[src/rtl/instr_decoder_pkg.sv]
// Shared instruction layout for the WRA program stream.
// Opcodes and field positions used by the decoder, DMA_WRA and the assembler.
package instr_decoder_pkg;

    localparam logic [3:0] OP_LAYER = 4'h1;
    localparam logic [3:0] OP_RDRES = 4'h2;
    localparam logic [3:0] OP_END   = 4'hF;

    localparam int OP_MSB    = 31;
    localparam int OP_LSB    = 28;
    localparam int TYPE_MSB  = 27;
    localparam int TYPE_LSB  = 24;
    localparam int INCH_MSB  = 23;
    localparam int INCH_LSB  = 16;
    localparam int OUTCH_MSB = 15;
    localparam int OUTCH_LSB = 8;
    localparam int MAP_MSB   = 7;
    localparam int MAP_LSB   = 0;
    localparam int RDLEN_MSB = 15;
    localparam int RDLEN_LSB = 0;

    typedef struct packed {
        logic [3:0] layer_type;
        logic [7:0] in_ch;
        logic [7:0] out_ch;
        logic [7:0] map_size;
    } layer_cfg_t;

    function automatic layer_cfg_t layer_fields(
        input logic [31:0] w
    );
        layer_cfg_t c;
        c.layer_type = w[TYPE_MSB:TYPE_LSB];
        c.in_ch      = w[INCH_MSB:INCH_LSB];
        c.out_ch     = w[OUTCH_MSB:OUTCH_LSB];
        c.map_size   = w[MAP_MSB:MAP_LSB];
        return c;
    endfunction

endpackage

[src/rtl/instr_decoder_if.sv]
// Instr_Mem read port: address/enable from the decoder, data back
// from the synchronous memory one cycle later.
interface instr_decoder_if #(
    parameter int ADDR_W  = 8,
    parameter int INSTR_W = 32
);
    logic               instr_rd_en;
    logic [ADDR_W-1:0]  instr_addr;
    logic [INSTR_W-1:0] instr_rdata;

    modport master (
        output instr_rd_en,
        output instr_addr,
        input  instr_rdata
    );

    modport slave (
        input  instr_rd_en,
        input  instr_addr,
        output instr_rdata
    );
endinterface

[src/rtl/instr_decoder.sv]
// Program counter, instruction register and config register bank
// for the WRA control FSM.
module instr_decoder
    import instr_decoder_pkg::*;
#(
    parameter int ADDR_W  = 8,
    parameter int INSTR_W = 32
) (
    input  logic           clk,
    input  logic           rst,
    input  logic           ProgramCnt_en,
    input  logic           Cfg_en,
    instr_decoder_if.master mem,
    output logic           Model_done,
    output logic           ReadResult,
    output logic [3:0]     cfg_layer_type,
    output logic [7:0]     cfg_in_ch,
    output logic [7:0]     cfg_out_ch,
    output logic [7:0]     cfg_map_size,
    output logic [15:0]    cfg_rd_len,
    output logic [7:0]     layer_idx,
    output logic           decode_err
);

    logic [ADDR_W-1:0]  pc;
    logic [INSTR_W-1:0] ir;
    logic               ir_valid;
    logic               ir_fresh;
    logic [INSTR_W-1:0] word;
    logic [3:0]         op;
    logic               is_layer;
    logic               is_rdres;
    logic               is_end;
    logic               illegal;
    logic               commit;
    layer_cfg_t         lf;

    // First decode cycle reads the memory port directly; ir holds it after.
    assign word = ir_fresh ? mem.instr_rdata : ir;
    assign op   = word[OP_MSB:OP_LSB];
    assign lf   = layer_fields(word[31:0]);

    assign is_layer = (op == OP_LAYER);
    assign is_rdres = (op == OP_RDRES);
    assign is_end   = (op == OP_END);
    assign illegal  = ~(is_layer | is_rdres | is_end);

    assign mem.instr_rd_en = ProgramCnt_en;
    assign mem.instr_addr  = pc;

    assign ReadResult = ir_valid & is_rdres;
    assign Model_done = ir_valid & (is_end | illegal);

    assign commit = Cfg_en & ir_valid & ~ProgramCnt_en;

    always_ff @(posedge clk or posedge rst) begin
        if (rst) begin
            pc             <= '0;
            ir             <= '0;
            ir_valid       <= 1'b0;
            ir_fresh       <= 1'b0;
            cfg_layer_type <= '0;
            cfg_in_ch      <= '0;
            cfg_out_ch     <= '0;
            cfg_map_size   <= '0;
            cfg_rd_len     <= '0;
            layer_idx      <= '0;
            decode_err     <= 1'b0;
        end else if (ProgramCnt_en) begin
            pc       <= pc + ADDR_W'(1);
            ir_valid <= 1'b1;
            ir_fresh <= 1'b1;
        end else begin
            if (ir_fresh) begin
                ir       <= mem.instr_rdata;
                ir_fresh <= 1'b0;
            end
            if (commit) begin
                ir_valid <= 1'b0;
                unique case (1'b1)
                    is_layer: begin
                        cfg_layer_type <= lf.layer_type;
                        cfg_in_ch      <= lf.in_ch;
                        cfg_out_ch     <= lf.out_ch;
                        cfg_map_size   <= lf.map_size;
                        if (layer_idx != 8'hFF)
                            layer_idx <= layer_idx + 8'd1;
                    end
                    is_rdres: begin
                        cfg_rd_len <= word[RDLEN_MSB:RDLEN_LSB];
                    end
                    default: begin
                        pc        <= '0;
                        layer_idx <= '0;
                        if (illegal)
                            decode_err <= 1'b1;
                    end
                endcase
            end
        end
    end

endmodule
[src/flat_wrapper.sv]
// flat-port wrapper written by rule: the top's interface ports become plain ports
module instr_decoder_flat import instr_decoder_pkg::*;
#(
    parameter int ADDR_W  = 8,
    parameter int INSTR_W = 32
)
  (clk, rst, ProgramCnt_en, Cfg_en, Model_done, ReadResult, cfg_layer_type, cfg_in_ch, cfg_out_ch, cfg_map_size, cfg_rd_len, layer_idx, decode_err, mem_instr_rd_en, mem_instr_addr, mem_instr_rdata);
  instr_decoder_if #(.ADDR_W(ADDR_W), .INSTR_W(INSTR_W)) mem_i ();
  input  logic clk;
  input  logic rst;
  input  logic ProgramCnt_en;
  input  logic Cfg_en;
  output logic Model_done;
  output logic ReadResult;
  output logic [3:0] cfg_layer_type;
  output logic [7:0] cfg_in_ch;
  output logic [7:0] cfg_out_ch;
  output logic [7:0] cfg_map_size;
  output logic [15:0] cfg_rd_len;
  output logic [7:0] layer_idx;
  output logic decode_err;
  output wire logic [$bits(mem_i.instr_rd_en)-1:0] mem_instr_rd_en;
  output wire logic [$bits(mem_i.instr_addr)-1:0] mem_instr_addr;
  input wire logic [$bits(mem_i.instr_rdata)-1:0] mem_instr_rdata;
  assign mem_instr_rd_en = mem_i.instr_rd_en;
  assign mem_instr_addr = mem_i.instr_addr;
  assign mem_i.instr_rdata = mem_instr_rdata;
  instr_decoder #(.ADDR_W(ADDR_W), .INSTR_W(INSTR_W)) u_core (.clk(clk), .rst(rst), .ProgramCnt_en(ProgramCnt_en), .Cfg_en(Cfg_en), .mem(mem_i), .Model_done(Model_done), .ReadResult(ReadResult), .cfg_layer_type(cfg_layer_type), .cfg_in_ch(cfg_in_ch), .cfg_out_ch(cfg_out_ch), .cfg_map_size(cfg_map_size), .cfg_rd_len(cfg_rd_len), .layer_idx(layer_idx), .decode_err(decode_err));
endmodule
[config.mk]
export PLATFORM = sky130hd
export DESIGN_NAME = instr_decoder_flat
export DESIGN_NICKNAME = d
export VERILOG_FILES = /design/src/rtl/instr_decoder_pkg.sv /design/src/rtl/instr_decoder_if.sv /design/src/rtl/instr_decoder.sv /design/src/flat_wrapper.sv
export SDC_FILE = /design/constraint.sdc
export NUM_CORES = 1
export LEC_CHECK = 0
export BUFFER_PORTS_ARGS = -buffer_cell sky130_fd_sc_hd__buf_2
export CELL_PAD_IN_SITES_DETAIL_PLACEMENT = 1
export CELL_PAD_IN_SITES_GLOBAL_PLACEMENT = 2
export CORE_MARGIN = 10
export CORE_UTILIZATION = 37
export DETAILED_ROUTE_END_ITERATION = 10
export GPL_ROUTABILITY_DRIVEN = 0
export PLACE_DENSITY_LB_ADDON = 0.1
export SLEW_MARGIN = 25
export SYNTH_ARGS = -nofsm -noshare
export SYNTH_HDL_FRONTEND = slang
export SYNTH_SLANG_ARGS = --single-unit
[constraint.sdc]
create_clock -name clk -period 5.1 [get_ports clk]
set_input_delay 0.51 -clock clk [delete_from_list [all_inputs] [get_ports clk]]
set_output_delay 0.51 -clock clk [all_outputs]
set_load 0.01 [all_outputs]
==> results.yml <==
job:
  maxCapViolCount: 0
floorplanning:
  start_util: 0.382
  ios: 100
  die_w_um: 126
  die_area_sq_um: 15900
  rows: 38
  core_area_sq_um: 10900
  die_h_um: 126
synth:
  yosysTopAreaCell: "dfrtp_1"
  synth-main-ff-cell: "dfrtp_1"
  synth_fp_nets: 399
  synth-seq-cells: 95
  ys_async_sr_fraction: 1.00
  avgSynthCellArea_sq_um: 11.6
  synth_area_leaders: "dfrtp_1 (57%), mux2_2 (8.4%), mux2i_1 (7.2%), o21ai_0 (5.9%), nand2_1 (4.9%)"
  synth_top_area_frac: 0.569
  synth.distinct_cells: 43
  synth_area_sq_um: 4180
  yosysSeqAreaShare: 0.569
  synth-edff-count: 0
  ys_warn_count: 0
  syn-instance-count: 361
routing:
  routedWlPerCell_um: 17.1
  drt-initial-drc-count: 86
  ant_nets: 0
  drt_pass1_iterations: 4
  route.detailed.drc: 0
  num_vias: 3061
  drt-total-wl_um: 10300
  viasPerCell: 5.09
min_path:
  hold_path.class: "in -> async"
placed_design:
  placedInstanceArea_sq_um: 4800
  dp_cells: 584
  dpl.hpwl_um: 7330
  io_buffers: 99
clocking:
  cts_tree: "yes"
  post_cts_resize_count: 0
  clk_latency_ns: 0.34
  cts_buffers: 9
  cts_setup_buffers: 0
  hold_buffers: 0
  cts.htree.levels: 3
  clkSinkCount: 95
  root_buffer: "clkbuf_16"
  clockBufferDepth: 2
  clk_pin_slew_ns: 0.06
finish:
  syn_to_final_growth_pct: 21.6
  fin_nets: 493
  final_area_sq_um: 5080
  drive_gt1_frac: 0.348
  fin_cells: 601
timing:
  relSlewSlack: 0.326
  period_minus_slack_ns: 2.74
  tightest_slew_ns: 1.01
  finalSetupViolCount: 0
  finClkSkew_ns: 0.00930
  hold_violations: 0
  fin_crit_sh: 0.538
  rsz0062_at_grt: "false"
  finalSetupTns_ns: 0
  slew_viol_final: 0
  max_freq_mhz: 365
setup_path:
  start_kind: "flop"
  path_class: "reg -> out"
  r2r_slack_ns: 2.49
  r2r_start: "u_core.ir_fresh"
  critical_path_required_ns: 4.59
  crit_path_start: "u_core.ir_fresh"
  r2r_cells: 4
  arrival_ns: 2.23
  rr_endpoint: "u_core.layer_idx[3]"
  cp_max_fo: 38
  end_kind: "output pin"
  critical_path.endpoint: "ReadResult"
status:
  status: "finished, final reports clean"
global_routing:
  grt_pass1_vias: 3362
  grt.overflow.total: 0
  grt_pass1_wl_um: 17100
  grt_max_degree: 54
  grt_use_total: 0.130
  antenna_found_initial: 1
pwr:
  finalPower_uw: 1990
  p_per_area_nw_per_um2: 393
  p_leak_uw: 0.00247
  ir_drop_mv: 0.177
metrics by stage:
step | utilization | hold WS (ns) | worst slack (ns)
2_1_floorplan | - | 0.457 | 2.11
3_5_place_dp | 0.439 | 0.456 | 2.21
3_3_place_gp | 0.439 | 0.454 | 2.30
6_report | 0.464 | 0.266 | 2.36
5_1_grt | 0.464 | 0.322 | 2.20
4_1_cts | 0.464 | 0.294 | 2.06
cell usage in the layout (no fill, tap or decap), types with 2 or more instances in the layout:
cell / netlist / layout
o221ai_2: 2 / 2
xnor2_1: 5 / 5
o221ai_1: 5 / 4
clkbuf_1: 10 / 3
nand2b_1: 7 / 7
or4_1: 2 / 2
o21ai_0: 49 / 49
nand2_1: 54 / 54
inv_1: 11 / 10
clkinv_2: 0 / 2
xor2_1: 3 / 3
nor3b_2: 2 / 2
ha_1: 2 / 2
nor2_1: 6 / 6
buf_4: 2 / 3
buf_2: 6 / 99
and3b_1: 3 / 3
or3_1: 2 / 2
nand3_1: 5 / 5
o22ai_1: 4 / 4
and3_1: 2 / 2
clkbuf_16: 0 / 9
dfrtp_1: 95 / 94
nand4_1: 3 / 3
mux2i_1: 30 / 30
mux2_2: 31 / 31
worst min path at each step:
stage                       from             endpoint  slack, ns  depth (start not counted)
6_report                     rst  u_core.cfg_in_ch[7]       0.27                          2
5_1_grt                      rst  u_core.cfg_in_ch[7]       0.32                          2
4_1_cts                      rst  u_core.cfg_in_ch[7]       0.29                          2
3_5_place_dp   u_core.decode_err    u_core.decode_err       0.46                          1
3_3_place_gp   u_core.decode_err    u_core.decode_err       0.45                          1
2_1_floorplan       u_core.ir[7]         u_core.ir[7]       0.46                          1
routing by layer:
metal	up-vias	part of all wire	GRT usage
li1	1458	-	-
met4	0	0.011	0.0382
met1	1533	0.45	0.159
met5	-	0	0
met2	60	0.48	0.209
met3	10	0.058	0.0461
state kept, by name, summed over array words and instances (netlist names):
register	count
u_core.cfg_in_ch	8
u_core.cfg_layer_type	4
u_core.cfg_map_size	8
u_core.cfg_out_ch	8
u_core.cfg_rd_len	16
u_core.decode_err	1
u_core.ir	32
u_core.ir_fresh	1
u_core.ir_valid	1
u_core.layer_idx	8
u_core.mem.instr_addr	8
Yosys cell counts, drive strengths merged (2+ instances only):
master / instances
dfrtp: 95
nand2: 54
o21ai: 49
mux2: 32
mux2i: 30
inv: 11
clkbuf: 10
buf: 9
nand2b: 7
o221ai: 7
nand3: 6
nor2: 6
xnor2: 5
o22ai: 4
and3b: 3
nand4: 3
nor3b: 3
or4: 3
xor2: 3
and3: 2
ha: 2
nor2b: 2
or3: 2
worst max-delay path: stages (launching register included):
cell and delay (ns):
dfrtp_4 0.85, nor3b_2 0.52, o22ai_1 0.25, nor2_1 0.13, buf_2 0.14
report_power, final:
part           total (uW)  switching (uW)  internal (uW)  leakage, uW
Clock                 617             274            344     0.000134
Sequential            992            98.5            894      0.00121
Combinational         385             209            176      0.00113
cell families (layout without fill, tap and decap cells):
kind of cell,after synthesis,count (layout),synth area share
other cells,0,1,0
xor+xnor,8,8,0.0168
simple gates,96,96,0.118
compound gates,68,68,0.0992
buf+inv,30,129,0.0324
flops,95,95,0.569
fa+ha+maj,2,2,0.00599
mux,62,62,0.158
area by class of cell:
cell class,count,area [sq um]
Antenna cell,1,2.50
Clock buffer,13,250
Clock inverter,3,18.8
Fill cell,1227,5860
Inverter,11,43.8
Multi-Input combinational cell,236,1690
Sequential cell,95,2380
Tap cell,140,175
Timing Repair Buffer,102,518
(Power assumes the default switching activity.)
